File: config.mk
export PLATFORM = sky130hd
export DESIGN_NAME = instr_encoder_loader
export DESIGN_NICKNAME = d
export VERILOG_FILES = /design/src/rtl/instr_encoder_loader_pkg.sv /design/src/rtl/instr_word_builder.sv /design/src/rtl/instr_encoder_loader.sv
export SDC_FILE = /design/constraint.sdc
export NUM_CORES = 1
export LEC_CHECK = 0
export CORE_ASPECT_RATIO = 2
export CORE_UTILIZATION = 47
export DETAILED_ROUTE_END_ITERATION = 12
export PLACE_DENSITY = 0.86
export SLEW_MARGIN = 10
export SYNTH_ARGS = -nofsm -noshare
export SYNTH_HDL_FRONTEND = slang
export SYNTH_HIERARCHICAL = 1
export SYNTH_SLANG_ARGS = --single-unit
export TNS_END_PERCENT = 30
File: constraint.sdc
create_clock -name clk -period 4.88 [get_ports clk]
set_input_delay 1.464 -clock clk [delete_from_list [all_inputs] [get_ports clk]]
set_output_delay 1.464 -clock clk [all_outputs]
set_load 0.01 [all_outputs]
File: src/rtl/instr_encoder_loader_pkg.sv
// rtl/instr_encoder_loader_pkg.sv - op-select codes, MIPS opcode/funct constants, FSM states, field packers
// Build option: INSTR_ENC_PSEUDO_EN adds the S_WR_HI state used by the LI pseudo-instruction.
package instr_encoder_loader_pkg;

    // Loader op-select codes presented on in_op
    typedef enum logic [4:0] {
        OP_ADD   = 5'd0,
        OP_ADDU  = 5'd1,
        OP_SUB   = 5'd2,
        OP_SUBU  = 5'd3,
        OP_SLL   = 5'd4,
        OP_SRL   = 5'd5,
        OP_SLT   = 5'd6,
        OP_AND   = 5'd7,
        OP_OR    = 5'd8,
        OP_ADDIU = 5'd9,
        OP_BEQ   = 5'd10,
        OP_BNE   = 5'd11,
        OP_SLTI  = 5'd12,
        OP_ORI   = 5'd13,
        OP_LW    = 5'd14,
        OP_LUI   = 5'd15,
        OP_SW    = 5'd16,
        OP_J     = 5'd17,
        OP_LI    = 5'd18
    } op_e;

    // R-type funct field values
    localparam logic [5:0] FUNCT_ADD  = 6'h20;
    localparam logic [5:0] FUNCT_ADDU = 6'h21;
    localparam logic [5:0] FUNCT_SUB  = 6'h22;
    localparam logic [5:0] FUNCT_SUBU = 6'h23;
    localparam logic [5:0] FUNCT_SLL  = 6'h00;
    localparam logic [5:0] FUNCT_SRL  = 6'h02;
    localparam logic [5:0] FUNCT_SLT  = 6'h2A;
    localparam logic [5:0] FUNCT_AND  = 6'h24;
    localparam logic [5:0] FUNCT_OR   = 6'h25;

    // Primary opcode field values
    localparam logic [5:0] OPC_RTYPE = 6'h00;
    localparam logic [5:0] OPC_J     = 6'h02;
    localparam logic [5:0] OPC_BEQ   = 6'h04;
    localparam logic [5:0] OPC_BNE   = 6'h05;
    localparam logic [5:0] OPC_ADDIU = 6'h09;
    localparam logic [5:0] OPC_SLTI  = 6'h0A;
    localparam logic [5:0] OPC_ORI   = 6'h0D;
    localparam logic [5:0] OPC_LUI   = 6'h0F;
    localparam logic [5:0] OPC_LW    = 6'h23;
    localparam logic [5:0] OPC_SW    = 6'h2B;

    typedef enum logic [1:0] {
        S_IDLE  = 2'd0,
        S_WR    = 2'd1,
`ifdef INSTR_ENC_PSEUDO_EN
        S_WR_HI = 2'd2,
`endif
        S_FULL  = 2'd3
    } state_e;

    function automatic logic [31:0] enc_r(input logic [4:0] rs, input logic [4:0] rt,
                                          input logic [4:0] rd, input logic [4:0] shamt,
                                          input logic [5:0] funct);
        return {OPC_RTYPE, rs, rt, rd, shamt, funct};
    endfunction

    function automatic logic [31:0] enc_i(input logic [5:0] opc, input logic [4:0] rs,
                                          input logic [4:0] rt, input logic [15:0] imm);
        return {opc, rs, rt, imm};
    endfunction

endpackage

File: src/rtl/instr_word_builder.sv
// rtl/instr_word_builder.sv - combinational op + operand fields to 32-bit MIPS word
// Build option: INSTR_ENC_PSEUDO_EN makes op LI legal (o_word = LUI half, o_word_hi = ORI half).
// Ports:
//  i_op                      op-select code
//  i_rs/i_rt/i_rd/i_shamt    register and shift fields
//  i_imm                     immediate (low half for I-type, full value for LI)
//  i_target                  raw J target field
//  o_word                    first (or only) encoded word
//  o_word_hi                 ORI rt,rt,imm[15:0] second word of LI
//  o_legal                   op code is encodable
//  o_is_li                   op is the two-word LI pseudo-instruction
module instr_word_builder
    import instr_encoder_loader_pkg::*;
(
    input  logic [4:0]  i_op,
    input  logic [4:0]  i_rs,
    input  logic [4:0]  i_rt,
    input  logic [4:0]  i_rd,
    input  logic [4:0]  i_shamt,
    input  logic [31:0] i_imm,
    input  logic [25:0] i_target,
    output logic [31:0] o_word,
    output logic [31:0] o_word_hi,
    output logic        o_legal,
    output logic        o_is_li
);

    assign o_word_hi = enc_i(OPC_ORI, i_rt, i_rt, i_imm[15:0]);

    // Shifts take their operand from rt, so rs is zeroed; other R-types zero shamt.
    always_comb begin
        o_word  = '0;
        o_legal = 1'b1;
        o_is_li = 1'b0;
        case (i_op)
            OP_ADD:   o_word = enc_r(i_rs, i_rt, i_rd, 5'd0, FUNCT_ADD);
            OP_ADDU:  o_word = enc_r(i_rs, i_rt, i_rd, 5'd0, FUNCT_ADDU);
            OP_SUB:   o_word = enc_r(i_rs, i_rt, i_rd, 5'd0, FUNCT_SUB);
            OP_SUBU:  o_word = enc_r(i_rs, i_rt, i_rd, 5'd0, FUNCT_SUBU);
            OP_SLL:   o_word = enc_r(5'd0, i_rt, i_rd, i_shamt, FUNCT_SLL);
            OP_SRL:   o_word = enc_r(5'd0, i_rt, i_rd, i_shamt, FUNCT_SRL);
            OP_SLT:   o_word = enc_r(i_rs, i_rt, i_rd, 5'd0, FUNCT_SLT);
            OP_AND:   o_word = enc_r(i_rs, i_rt, i_rd, 5'd0, FUNCT_AND);
            OP_OR:    o_word = enc_r(i_rs, i_rt, i_rd, 5'd0, FUNCT_OR);
            OP_ADDIU: o_word = enc_i(OPC_ADDIU, i_rs, i_rt, i_imm[15:0]);
            OP_BEQ:   o_word = enc_i(OPC_BEQ, i_rs, i_rt, i_imm[15:0]);
            OP_BNE:   o_word = enc_i(OPC_BNE, i_rs, i_rt, i_imm[15:0]);
            OP_SLTI:  o_word = enc_i(OPC_SLTI, i_rs, i_rt, i_imm[15:0]);
            OP_ORI:   o_word = enc_i(OPC_ORI, i_rs, i_rt, i_imm[15:0]);
            OP_LW:    o_word = enc_i(OPC_LW, i_rs, i_rt, i_imm[15:0]);
            OP_LUI:   o_word = enc_i(OPC_LUI, 5'd0, i_rt, i_imm[15:0]);
            OP_SW:    o_word = enc_i(OPC_SW, i_rs, i_rt, i_imm[15:0]);
            OP_J:     o_word = {OPC_J, i_target};
`ifdef INSTR_ENC_PSEUDO_EN
            OP_LI: begin
                o_word  = enc_i(OPC_LUI, 5'd0, i_rt, i_imm[31:16]);
                o_is_li = 1'b1;
            end
`endif
            default:  o_legal = 1'b0;
        endcase
    end

`ifndef INSTR_ENC_PSEUDO_EN
    logic w_unused_imm_hi;
    assign w_unused_imm_hi = ^i_imm[31:16];
`endif

endmodule

File: src/rtl/instr_encoder_loader.sv
// rtl/instr_encoder_loader.sv - encodes mnemonic+fields into MIPS words and writes them sequentially to IMEM
// Build option: INSTR_ENC_PSEUDO_EN enables LI (LUI then ORI on consecutive cycles); otherwise op 18 is illegal.
// Ports:
//  clk, rst            clock, synchronous active-high reset
//  clr                 restart write pointer at BASE_ADDR and clear flags
//  in_valid/in_ready   request handshake
//  in_op, in_rs, in_rt, in_rd, in_shamt, in_imm, in_target   mnemonic and operand fields
//  imem_we/imem_addr/imem_wdata   IMEM write port (registered, one cycle after accept)
//  word_count          words written since rst/clr
//  full                last address has been written
//  err_illegal         sticky: an unencodable op was accepted and dropped
module instr_encoder_loader
    import instr_encoder_loader_pkg::*;
#(
    parameter int ADDR_W    = 10,
    parameter int BASE_ADDR = 0
) (
    input  logic              clk,
    input  logic              rst,
    input  logic              clr,
    input  logic              in_valid,
    output logic              in_ready,
    input  logic [4:0]        in_op,
    input  logic [4:0]        in_rs,
    input  logic [4:0]        in_rt,
    input  logic [4:0]        in_rd,
    input  logic [4:0]        in_shamt,
    input  logic [31:0]       in_imm,
    input  logic [25:0]       in_target,
    output logic              imem_we,
    output logic [ADDR_W-1:0] imem_addr,
    output logic [31:0]       imem_wdata,
    output logic [ADDR_W:0]   word_count,
    output logic              full,
    output logic              err_illegal
);

    localparam logic [ADDR_W-1:0] BASE      = ADDR_W'(BASE_ADDR);
    localparam logic [ADDR_W-1:0] LAST_ADDR = '1;
    localparam logic [ADDR_W-1:0] PTR_ONE   = ADDR_W'(1);
    localparam logic [ADDR_W:0]   CNT_ONE   = (ADDR_W + 1)'(1);

    state_e            r_state;
    logic              r_we;
    logic [ADDR_W-1:0] r_addr;
    logic [31:0]       r_wdata;
    logic [ADDR_W:0]   r_count;
    logic              r_full;
    logic              r_err;
    logic [ADDR_W-1:0] r_ptr;
    logic              r_done;   // last slot consumed; blocks requests until S_FULL is reached

    logic [31:0] w_word;
    logic [31:0] w_word_hi;
    logic        w_legal;
    logic        w_is_li;
    logic        w_hold;
    logic        w_accept;
    logic        w_issue;
    logic [31:0] w_issue_word;

    instr_word_builder u_builder (
        .i_op     (in_op),
        .i_rs     (in_rs),
        .i_rt     (in_rt),
        .i_rd     (in_rd),
        .i_shamt  (in_shamt),
        .i_imm    (in_imm),
        .i_target (in_target),
        .o_word   (w_word),
        .o_word_hi(w_word_hi),
        .o_legal  (w_legal),
        .o_is_li  (w_is_li)
    );

`ifdef INSTR_ENC_PSEUDO_EN
    logic [31:0] r_word_hi;
    assign w_hold = (r_state == S_WR_HI);
`else
    logic w_unused_li;
    assign w_hold      = 1'b0;
    assign w_unused_li = ^{w_word_hi, w_is_li};
`endif

    assign in_ready = !rst && !clr && !r_full && !r_done && !w_hold;
    assign w_accept = in_valid && in_ready;

    // A write is issued either for a legal accepted op or for the pending LI low half.
    always_comb begin
        w_issue      = 1'b0;
        w_issue_word = w_word;
        if (w_accept && w_legal) begin
            w_issue = 1'b1;
        end
`ifdef INSTR_ENC_PSEUDO_EN
        if (r_state == S_WR_HI) begin
            w_issue      = 1'b1;
            w_issue_word = r_word_hi;
        end
`endif
    end

    always_ff @(posedge clk) begin
        if (rst || clr) begin
            r_state <= S_IDLE;
            r_we    <= 1'b0;
            r_addr  <= BASE;
            r_wdata <= '0;
            r_count <= '0;
            r_full  <= 1'b0;
            r_err   <= 1'b0;
            r_ptr   <= BASE;
            r_done  <= 1'b0;
`ifdef INSTR_ENC_PSEUDO_EN
            r_word_hi <= '0;
`endif
        end else begin
            r_we <= w_issue;
            if (w_issue) begin
                r_addr  <= r_ptr;
                r_wdata <= w_issue_word;
                r_count <= r_count + CNT_ONE;
                // Pointer saturates on the last slot instead of wrapping.
                if (r_ptr == LAST_ADDR) begin
                    r_done <= 1'b1;
                end else begin
                    r_ptr <= r_ptr + PTR_ONE;
                end
            end
            if (w_accept && !w_legal) begin
                r_err <= 1'b1;
            end
            case (r_state)
                S_IDLE, S_WR: begin
                    if (w_issue) begin
                        r_state <= S_WR;
                    end else if (r_done) begin
                        r_state <= S_FULL;
                        r_full  <= 1'b1;
                    end else begin
                        r_state <= S_IDLE;
                    end
`ifdef INSTR_ENC_PSEUDO_EN
                    // LI needs two slots; with only one left the ORI half is dropped and flagged.
                    if (w_accept && w_is_li) begin
                        if (r_ptr != LAST_ADDR) begin
                            r_state   <= S_WR_HI;
                            r_word_hi <= w_word_hi;
                        end else begin
                            r_err <= 1'b1;
                        end
                    end
`endif
                end
`ifdef INSTR_ENC_PSEUDO_EN
                S_WR_HI: r_state <= S_WR;
`endif
                default: r_state <= S_FULL;
            endcase
        end
    end

    // rst/clr mask a write already on the port so a cancelled op never reaches IMEM.
    assign imem_we     = r_we && !rst && !clr;
    assign imem_addr   = r_addr;
    assign imem_wdata  = r_wdata;
    assign word_count  = r_count;
    assign full        = r_full;
    assign err_illegal = r_err;

endmodule
==> reports/results.txt, run 1 <==
Status = completed
Cts hold-fix bufs = 0
Mapped Nets = 506
Initial drt markers = 207
Vias in the first global route = 3376
Post_cts resized = 0
Dpl ws = 348 ps
TNS Setup = 0 ps
Fin crit share = 0.928
Critical path capture point type = output port
Core Rows = 43
Gr usage total = 0.269
Clk Latency, worst-skew pair = 330 ps
Highest Clock Rate = 221 MHz
Share of layout cells above drive strength 1 = 0.0617
Hold path start = imem_addr[8]
Critical Path Fanout Max = 5
Maxcap violations = 0
Reg-to-Reg End = imem_wdata[1]
Design area = 4970 um2
I/O pin count = 144
Critical path launch point type = input pin
CP max stage delay = 540 ps
Syn_area_per_cell = 8.19 um2
Die Wd = 62.3 um
Post-CTS setup buffer count = 0
Met1 Track Usage GR = 0.254
CORE AREA = 6990 um2
Worst Max-Slew Pin Slew = 1180 ps
Post-synthesis cell count = 417
Final count of negative-setup-slack endpoints = 0
GR Util met3 = 0.0530
Met2 Usage GRT = 0.527
Worst Skew = 4.32 ps
Post-placement cell count = 611
Relative slew slack = 0.214
PwrDens = 280 nW/um2
Total number of vias = 3485
RSZ-0062 raised after global routing = no
CTS tree = yes
Diodes inserted = 0
Drt pass-1 iters = 5
Ys Warns = 6
# nets final = 621
Fin util = 0.710
VDD IR max = 0.261 mV
Clock Tree Root = clkbuf_16
Reg area = 1360 um2
Number of antenna violations at the first check in global routing = 0
R2R depth = 7
Critical path class = in -> out
CP bufs+invs = 3
First-pass GRT wire length = 15.8 mm
Initial Util = 0.489
Slew Limit Fails = 0
P_leak = 1.68 nW
Multi-input logic area = 1820 um2
Worst path cell trace = clkdlybuf4s50_1 > or4_4 > clkinv_2 > clkdlybuf4s50_1
Crit-path slowest cell = or4_4
# DRC = 0
Die ar. = 7640 um2
Hpwl dp = 7.28 mm
Vias per inst = 5.58
Final ANT Viol Nets = 0
Final setup margin = 349 ps
Hold Path Stages = 2
# clock sinks = 68
R2R Path Start = r_done
Die height = 123 um
Drt total wl = 9.97 mm
Worst EP arrival = 3070 ps
Worst Path Required = 3420 ps
Placed cell areas = 4660 um2
Reg clk slew, reported paths = 50 ps
WHS = 451 ps
Buffers on Ports = 127
Filler cells = 564
Critical path's top delay family = buffers and inverters
Pin count of the biggest net entering global routing = 62
Most Frequent Cell on Critical Path = clkdlybuf4s50_1
WL/cell = 16.0 um
Worst min-delay path class = reg -> reg
GPL Wtd Cong = 0.895
Grt peak-use layer = met2
H-tree Lvls = 3
Total gr overflow = 0
Area growth from synthesis to layout = 45.4%
Non-Filler Instances = 625
Clk buf depth = 2
Hold EP = imem_addr[8]
Post-route minimum period = 4530 ps
FF-to-FF setup slack = 2600 ps
Num CTS Buffers = 9
Pwr Total = 1.39 mW
Mapped cell area = 3420 um2
Endpoints failing hold = 0
how the worst max path moves through the flow:
stage,cells after the start,endpoint,slack (ps),start
2_1_floorplan,2,in_ready,1360,clr
3_3_place_gp,4,in_ready,360,clr
3_5_place_dp,4,in_ready,350,clr
4_1_cts,4,in_ready,340,clr
5_1_grt,4,in_ready,310,clr
6_report,4,in_ready,350,clr
sequential cells by signal, indices dropped and copies added (netlist names), 10 cells and up:
signal      count
imem_addr      10
imem_wdata     32
r_ptr          10
word_count     11
cell usage in the layout (no fill, tap or decap), types with 4 or more instances in the layout:
| cell | n |
|---|---|
| and2_1 | 8 |
| nand3_1 | 7 |
| nor2_1 | 19 |
| o31ai_1 | 4 |
| dfxtp_1 | 68 |
| a221o_1 | 12 |
| o21ai_0 | 7 |
| mux2i_1 | 6 |
| a22o_1 | 11 |
| a21oi_1 | 55 |
| nand2_1 | 102 |
| nor2b_1 | 4 |
| clkbuf_16 | 9 |
| nor3_1 | 6 |
| clkdlybuf4s50_1 | 127 |
| or3_1 | 5 |
| inv_1 | 6 |
| buf_4 | 9 |
| nor4_1 | 5 |
| and3_1 | 7 |
tightest hold or removal path: stages (launching register included):
cell	delay (ps)
dfxtp_1	300
nand2_1	50
a21oi_1	50
layout make-up:
cell class | count | area share
Clock buffer | 12 | 0.0496
Clock inverter | 2 | 0.0121
Inverter | 8 | 0.00630
Multi-Input combinational cell | 309 | 0.366
Sequential cell | 68 | 0.274
Tap cell | 90 | 0.0227
Timing Repair Buffer | 136 | 0.269
per-layer routing:
metal / vias to the layer above / share of wire
met5: - / 0
met4: 0 / 0.039
met3: 29 / 0.047
met2: 139 / 0.58
met1: 1608 / 0.34
li1: 1709 / -
report_power, final:
| part | leakage [nW] | internal, mW | switching (mW) |
|---|---|---|---|
| clock | 0.149 | 0.455 | 0.221 |
| sequential | 0.548 | 0.558 | 0.00183 |
| combinational | 0.981 | 0.0850 | 0.0695 |
| total | 1.68 | 1.10 | 0.292 |
Power figures use the tool's default switching activity.
==> run 2: changes to the inputs <==
CORE_MARGIN = 2   (was default)
CORE_UTILIZATION = 44   (was 47)
PLACE_DENSITY = 0.82   (was 0.86)
SKIP_CTS_REPAIR_TIMING = 1   (was default)
clock period = 5.1 ns   (was 4.88 ns; I/O delays follow)
==> reports/results.txt, run 2 (synthesis results as in run 1) <==
Post-placement cell count = 613 (was 611)
# nets final = 619 (was 621)
Drt total wl = 9.82 mm (was 9.97 mm)
Worst min-delay path class = reg -> reg (unchanged)
Non-Filler Instances = 628 (was 625)
First-pass GRT wire length = 16.0 mm (was 15.8 mm)
Relative slew slack = 0.219 (was 0.214)
VDD IR max = 0.149 mV (was 0.261 mV)
Most frequent cells in the layout = 127 x clkdlybuf4s50_1, 101 x nand2_1, 68 x dfxtp_1, 55 x a21oi_1, 19 x nor2_1 (was 127 x clkdlybuf4s50_1, 102 x nand2_1, 68 x dfxtp_1, 55 x a21oi_1, 19 x nor2_1)
Max reg flops = 32 (unchanged)
H-tree Lvls = 3 (unchanged)
Maxcap violations = 0 (unchanged)
Drt pass-1 iters = 5 (unchanged)
Clk buf depth = 2 (unchanged)
Critical Path Fanout Max = 5 (unchanged)
Worst Skew = 3.79 ps (was 4.32 ps)
Core Rows = 45 (was 43)
Post-route minimum period = 4680 ps
Num CTS Buffers = 9 (unchanged)
Critical path's top delay family = buffers and inverters (unchanged)
Total gr overflow = 0 (unchanged)
Grt peak-use layer = met2 (unchanged)
Leading cell type in the layout, fill and taps excluded = clkdlybuf4s50_1 (unchanged)
Design area = 4940 um2 (was 4970 um2)
I/O pin count = 144 (unchanged)
Gr usage total = 0.244 (was 0.269)
Share of layout cells above drive strength 1 = 0.0599 (was 0.0617)
Most Frequent Cell on Critical Path = clkdlybuf4s50_1 (unchanged)
Die height = 129 um (was 123 um)
Worst Path Required = 3570 ps (was 3420 ps)
CTS tree = yes (unchanged)
Internal Pwr Total = 1.00 mW (was 1.10 mW)
GR Util met3 = 0.0490 (was 0.0530)
Die ar. = 8530 um2 (was 7640 um2)
Critical path launch point type = input pin (unchanged)
Hpwl dp = 7.24 mm (was 7.28 mm)
Psw = 0.281 mW (was 0.292 mW)
Diodes inserted = 0 (unchanged)
Final ANT Viol Nets = 0 (unchanged)
RSZ-0062 raised after global routing = no (unchanged)
Pin count of the biggest net entering global routing = 62 (unchanged)
Seq pwr share = 0.417 (was 0.403)
Buffers on Ports = 127 (unchanged)
Fin crit share = 0.918
Worst EP arrival = 3150 ps (was 3070 ps)
Dpl ws = 418 ps (was 348 ps)
Met2 Usage GRT = 0.448 (was 0.527)
Initial Util = 0.453 (was 0.489)
PwrDens = 260 nW/um2 (was 280 nW/um2)
Number of antenna violations at the first check in global routing = 0 (unchanged)
Crit-path slowest cell = or4_4 (unchanged)
Reg clk slew, reported paths = 50 ps (about the same)
Critical path capture point type = output port (unchanged)
Vias in the first global route = 3367 (was 3376)
Status = completed (unchanged)
Total number of vias = 3516 (was 3485)
Sw Share = 0.219 (was 0.210)
Vias per inst = 5.60 (was 5.58)
GPL Wtd Cong = 0.862 (was 0.895)
Highest Clock Rate = 214 MHz
# clock sinks = 68 (unchanged)
CP bufs+invs = 3 (unchanged)
CORE AREA = 7540 um2 (was 6990 um2)
Endpoints failing hold = 0 (unchanged)
Clk Latency, worst-skew pair = 320 ps (was 330 ps)
# DRC = 0 (unchanged)
Worst Max-Slew Pin Slew = 1170 ps (was 1180 ps)
Met1 Track Usage GR = 0.259 (was 0.254)
Clock Tree Root = clkbuf_16 (unchanged)
Critical path class = in -> out (unchanged)
CP max stage delay = 540 ps (about the same)
Die Wd = 66.3 um (was 62.3 um)
Slew Limit Fails = 0 (unchanged)
P_leak = 1.66 nW (was 1.68 nW)
Placed cell areas = 4650 um2 (was 4660 um2)
TNS Setup = 0 ps (unchanged)
Clock network power share = 0.469 (was 0.486)
WL/cell = 15.6 um (was 16.0 um)
Worst path cell trace = clkdlybuf4s50_1 > or4_4 > clkinv_2 > clkdlybuf4s50_1 (unchanged)
Initial drt markers = 292 (was 207)
Area growth from synthesis to layout = 44.6% (was 45.4%)
Final setup margin = 418 ps (was 349 ps)
Logic pwr share = 0.114 (was 0.111)
Final count of negative-setup-slack endpoints = 0 (unchanged)
-- run 2: worst paths after layout --
check | from | endpoint | slack (ps) | depth (start not counted)
setup / recovery | clr | in_ready | 420 | 4
hold / removal | imem_addr[8] | imem_addr[8] | 450 | 2
setup reg to reg | r_done | imem_wdata[1] | 2880 | 7
hold reg to reg | imem_addr[8] | imem_addr[8] | 450 | 2
-- run 2: worst register-to-register path, delay by kind of cell, from the launching register on --
kind | cells | cell delay [ps]
buf+inv | 3 | 890
flops | 1 | 350
compound gates | 1 | 130
simple gates | 3 | 770
-- run 2: per-stage QoR --
stage                util  hold slack, ps  power, mW
floorplan               -             434      0.623
CTS                 0.655             455       1.29
detailed placement  0.617             448      0.693
finish              0.655             452       1.28
global placement    0.617             441      0.690
global route        0.655             474       1.33
-- run 2: layer usage --
metal / part of all wire / vias to the layer above / wire (um)
li1: - / 1700 / -
met1: 0.36 / 1657 / 3570
met3: 0.045 / 25 / 437
met5: 0 / - / 0
met4: 0.036 / 0 / 351
met2: 0.56 / 134 / 5460
-- run 2: area by class of cell --
| cell class | instances | area (um2) |
|---|---|---|
| fillers | 682 | 2610 |
| multi-input cells | 309 | 1820 |
| flip-flops and latches | 68 | 1360 |
| repair buffers | 134 | 1320 |
| clock buffers | 13 | 250 |
| well taps | 94 | 118 |
| clock inverters | 2 | 35.0 |
| inverters | 8 | 31.3 |
-- run 2: power by group through the flow --
| stage | Clock, mW | Combinational (mW) | Sequential (mW) |
|---|---|---|---|
| 6_report | 0.602 | 0.146 | 0.536 |
| 3_5_place_dp | 0 | 0.146 | 0.547 |
| 4_1_cts | 0.610 | 0.146 | 0.536 |
| 5_1_grt | 0.634 | 0.159 | 0.536 |
| 3_3_place_gp | 0 | 0.143 | 0.547 |
| 2_1_floorplan | 0 | 0.0752 | 0.547 |
==> run 3: changes to the inputs <==
CORE_UTILIZATION = 41   (was 44)
PLACE_DENSITY = default   (was 0.82)
PLACE_DENSITY_LB_ADDON = 0.05   (was default)
SYNTH_HIERARCHICAL = default   (was 1)
==> reports/results.txt, run 3 <==
Status = completed (unchanged)
Top post-synthesis cells by area = dfxtp_1 43%, a21oi_1 6.4%, o21ai_0 5.0%
Post-route minimum period = 4690 ps (was 4680 ps)
Final count of negative-setup-slack endpoints = 0 (unchanged)
CP max stage delay = 540 ps (about the same)
Die Wd = 65.8 um (was 66.3 um)
Number of antenna violations at the first check in global routing = 0 (unchanged)
PwrDens = 262 nW/um2 (was 260 nW/um2)
Reg clk slew, reported paths = 50 ps (about the same)
Worst EP arrival = 3160 ps (was 3150 ps)
Slew Limit Fails = 0 (unchanged)
Diodes inserted = 0 (unchanged)
Logic pwr share = 0.109 (was 0.114)
WL/cell = 15.5 um (was 15.6 um)
Final setup margin = 408 ps (was 418 ps)
Post-synthesis cell count = 374 (was 417)
Clk Latency, worst-skew pair = 330 ps (was 320 ps)
GPL Wtd Cong = 0.789 (was 0.862)
Worst Max-Slew Pin Slew = 916 ps (was 1170 ps)
Sw Share = 0.219 (about the same)
Fin util = 0.630 (was 0.655)
Crit-path slowest cell = or4_4 (unchanged)
Relative slew slack = 0.381 (was 0.219)
Internal Pwr Total = 0.967 mW (was 1.00 mW)
Seq pwr share = 0.429 (was 0.417)
FF-to-FF setup slack = 2630 ps (was 2880 ps)
Worst Path Required = 3570 ps (about the same)
Initial drt markers = 210 (was 292)
Hold EP = imem_addr[7] (was imem_addr[8])
RSZ-0062 raised after global routing = no (unchanged)
CORE AREA = 7490 um2 (was 7540 um2)
Prevailing post-synth register cell = dfxtp_1
Critical path class = in -> out (unchanged)
# clock sinks = 67 (was 68)
Gr usage total = 0.221 (was 0.244)
Synth cell count leaders = 67 x dfxtp_1, 40 x a21oi_1, 40 x nand2_1
Final ANT Viol Nets = 0 (unchanged)
Most frequent cell after synthesis = dfxtp_1
Critical path's top delay family = buffers and inverters (unchanged)
Die ar. = 8390 um2 (was 8530 um2)
CTS tree = yes (unchanged)
Hold Path Stages = 2 (unchanged)
Drt pass-1 iters = 6 (was 5)
Clock network power share = 0.462 (was 0.469)
Drt total wl = 9.05 mm (was 9.82 mm)
Core Rows = 45 (unchanged)
Most frequent cells in the layout = 126 x clkdlybuf4s50_1, 67 x dfxtp_1, 40 x a21oi_1, 40 x nand2_1, 31 x o21ai_0 (was 127 x clkdlybuf4s50_1, 101 x nand2_1, 68 x dfxtp_1, 55 x a21oi_1, 19 x nor2_1)
TNS Setup = 0 ps (unchanged)
Post-synthesis sequential area ratio = 0.428
Critical path launch point type = input pin (unchanged)
Worst path cell trace = clkdlybuf4s50_1 > or4_4 > inv_6 > clkdlybuf4s50_1 (was clkdlybuf4s50_1 > or4_4 > clkinv_2 > clkdlybuf4s50_1)
Non-Filler Instances = 585 (was 628)
Dpl ws = 404 ps (was 418 ps)
Area share of the largest cell type after synthesis = 0.428
Endpoints failing hold = 0 (unchanged)
Clk buf depth = 2 (unchanged)
Leading cell type in the layout, fill and taps excluded = clkdlybuf4s50_1 (unchanged)
Buffers on Ports = 126 (was 127)
Highest Clock Rate = 213 MHz (was 214 MHz)
# DRC = 0 (unchanged)
Psw = 0.271 mW (was 0.281 mW)
Hold path start = imem_addr[7] (was imem_addr[8])
Post-synth EDFFs = 0
Area growth from synthesis to layout = 50.7% (was 44.6%)
I/O pin count = 144 (unchanged)
Fin crit share = 0.920 (was 0.918)
Total number of vias = 3305 (was 3516)
Hpwl dp = 6.19 mm (was 7.24 mm)
Critical path capture point type = output port (unchanged)
VDD IR max = 0.182 mV (was 0.149 mV)
Most Frequent Cell on Critical Path = clkdlybuf4s50_1 (unchanged)
Pin count of the biggest net entering global routing = 43 (was 62)
Post-synth top area cell = dfxtp_1
Share of layout cells above drive strength 1 = 0.0754 (was 0.0599)
Clock Tree Root = clkbuf_16 (unchanged)
Ys Warns = 0 (was 6)
Num CTS Buffers = 9 (unchanged)
Critical Path Fanout Max = 7 (was 5)
Syn_area_per_cell = 8.37 um2 (was 8.19 um2)
H-tree Lvls = 3 (unchanged)
R2R Path Start = r_done (unchanged)
# nets final = 576 (was 619)
Worst Skew = 4.31 ps (was 3.79 ps)
First-pass GRT wire length = 14.4 mm (was 16.0 mm)
Reg-to-Reg End = imem_wdata[28] (was imem_wdata[1])
Post-synth ARST share = 0
Initial Util = 0.418 (was 0.453)
Max reg flops = 31 (was 32)
Vias per inst = 5.65 (was 5.60)
P_leak = 1.57 nW (was 1.66 nW)
Number of synthesized register bits = 67
Post-placement cell count = 570 (was 613)
Mapped cell area = 3130 um2 (was 3420 um2)
CP bufs+invs = 3 (unchanged)
Total gr overflow = 0 (unchanged)
R2R depth = 8 (was 7)
Netlist cell types = 57
Worst min-delay path class = reg -> reg (unchanged)
Mapped Nets = 463 (was 506)
Vias in the first global route = 3063 (was 3367)
Maxcap violations = 0 (unchanged)
Die height = 128 um (was 129 um)
## run 3: worst max path at each step
| stage | cells after the start | from | endpoint | slack [ps] |
|---|---|---|---|---|
| 2_1_floorplan | 3 | clr | imem_we | 1320 |
| 3_3_place_gp | 4 | clr | in_ready | 410 |
| 3_5_place_dp | 4 | clr | in_ready | 400 |
| 4_1_cts | 4 | clr | in_ready | 400 |
| 5_1_grt | 4 | clr | in_ready | 360 |
| 6_report | 4 | clr | in_ready | 410 |
## run 3: stage by stage
| stage | hold WS [ps] | power, mW | cell area, um2 |
|---|---|---|---|
| after global placement | 443 | 0.673 | 4430 |
| after detailed placement | 444 | 0.676 | 4430 |
| after floorplan | 434 | 0.597 | 3130 |
| final | 460 | 1.24 | 4720 |
| after CTS | 460 | 1.25 | 4710 |
| after global routing | 478 | 1.29 | 4720 |
## run 3: worst min-delay path: cells and delay by family, from the launching register on
family	cells	cell delay, ps
compound gates	1	50
flops	1	310
simple gates	1	50
## run 3: final cells by class
cell class	count	area, um2
Fill cell	649	2770
Multi-Input combinational cell	269	1630
Sequential cell	67	1340
Timing Repair Buffer	133	1310
Clock buffer	13	270
Tap cell	94	118
Inverter	7	31.3
Clock inverter	2	10.0
## run 3: power by group through the flow
stage          registers, mW  clock network, mW  logic [mW]
6_report               0.531              0.572       0.136
5_1_grt                0.530              0.612       0.146
4_1_cts                0.530              0.584       0.136
3_5_place_dp           0.541                  0       0.135
3_3_place_gp           0.541                  0       0.132
2_1_floorplan          0.543                  0      0.0545
## run 3: kinds of logic after synthesis
family,share of synthesized area
AOI/OAI and AO/OA,0.259
xor gates and xnor gates,0.0112
adders and majority gates,0.0112
buffers and inverters,0.0512
DFF,0.428
muxes,0.00320
other,0.00120
and+or+nand+nor,0.235
## run 3: routing by layer
layer / track usage / routed length [um] / share of wire
met5: 0 / 0 / 0
met3: 0.0616 / 550 / 0.061
met4: 0.0821 / 142 / 0.016
met1: 0.261 / 3710 / 0.41
met2: 0.374 / 4640 / 0.51
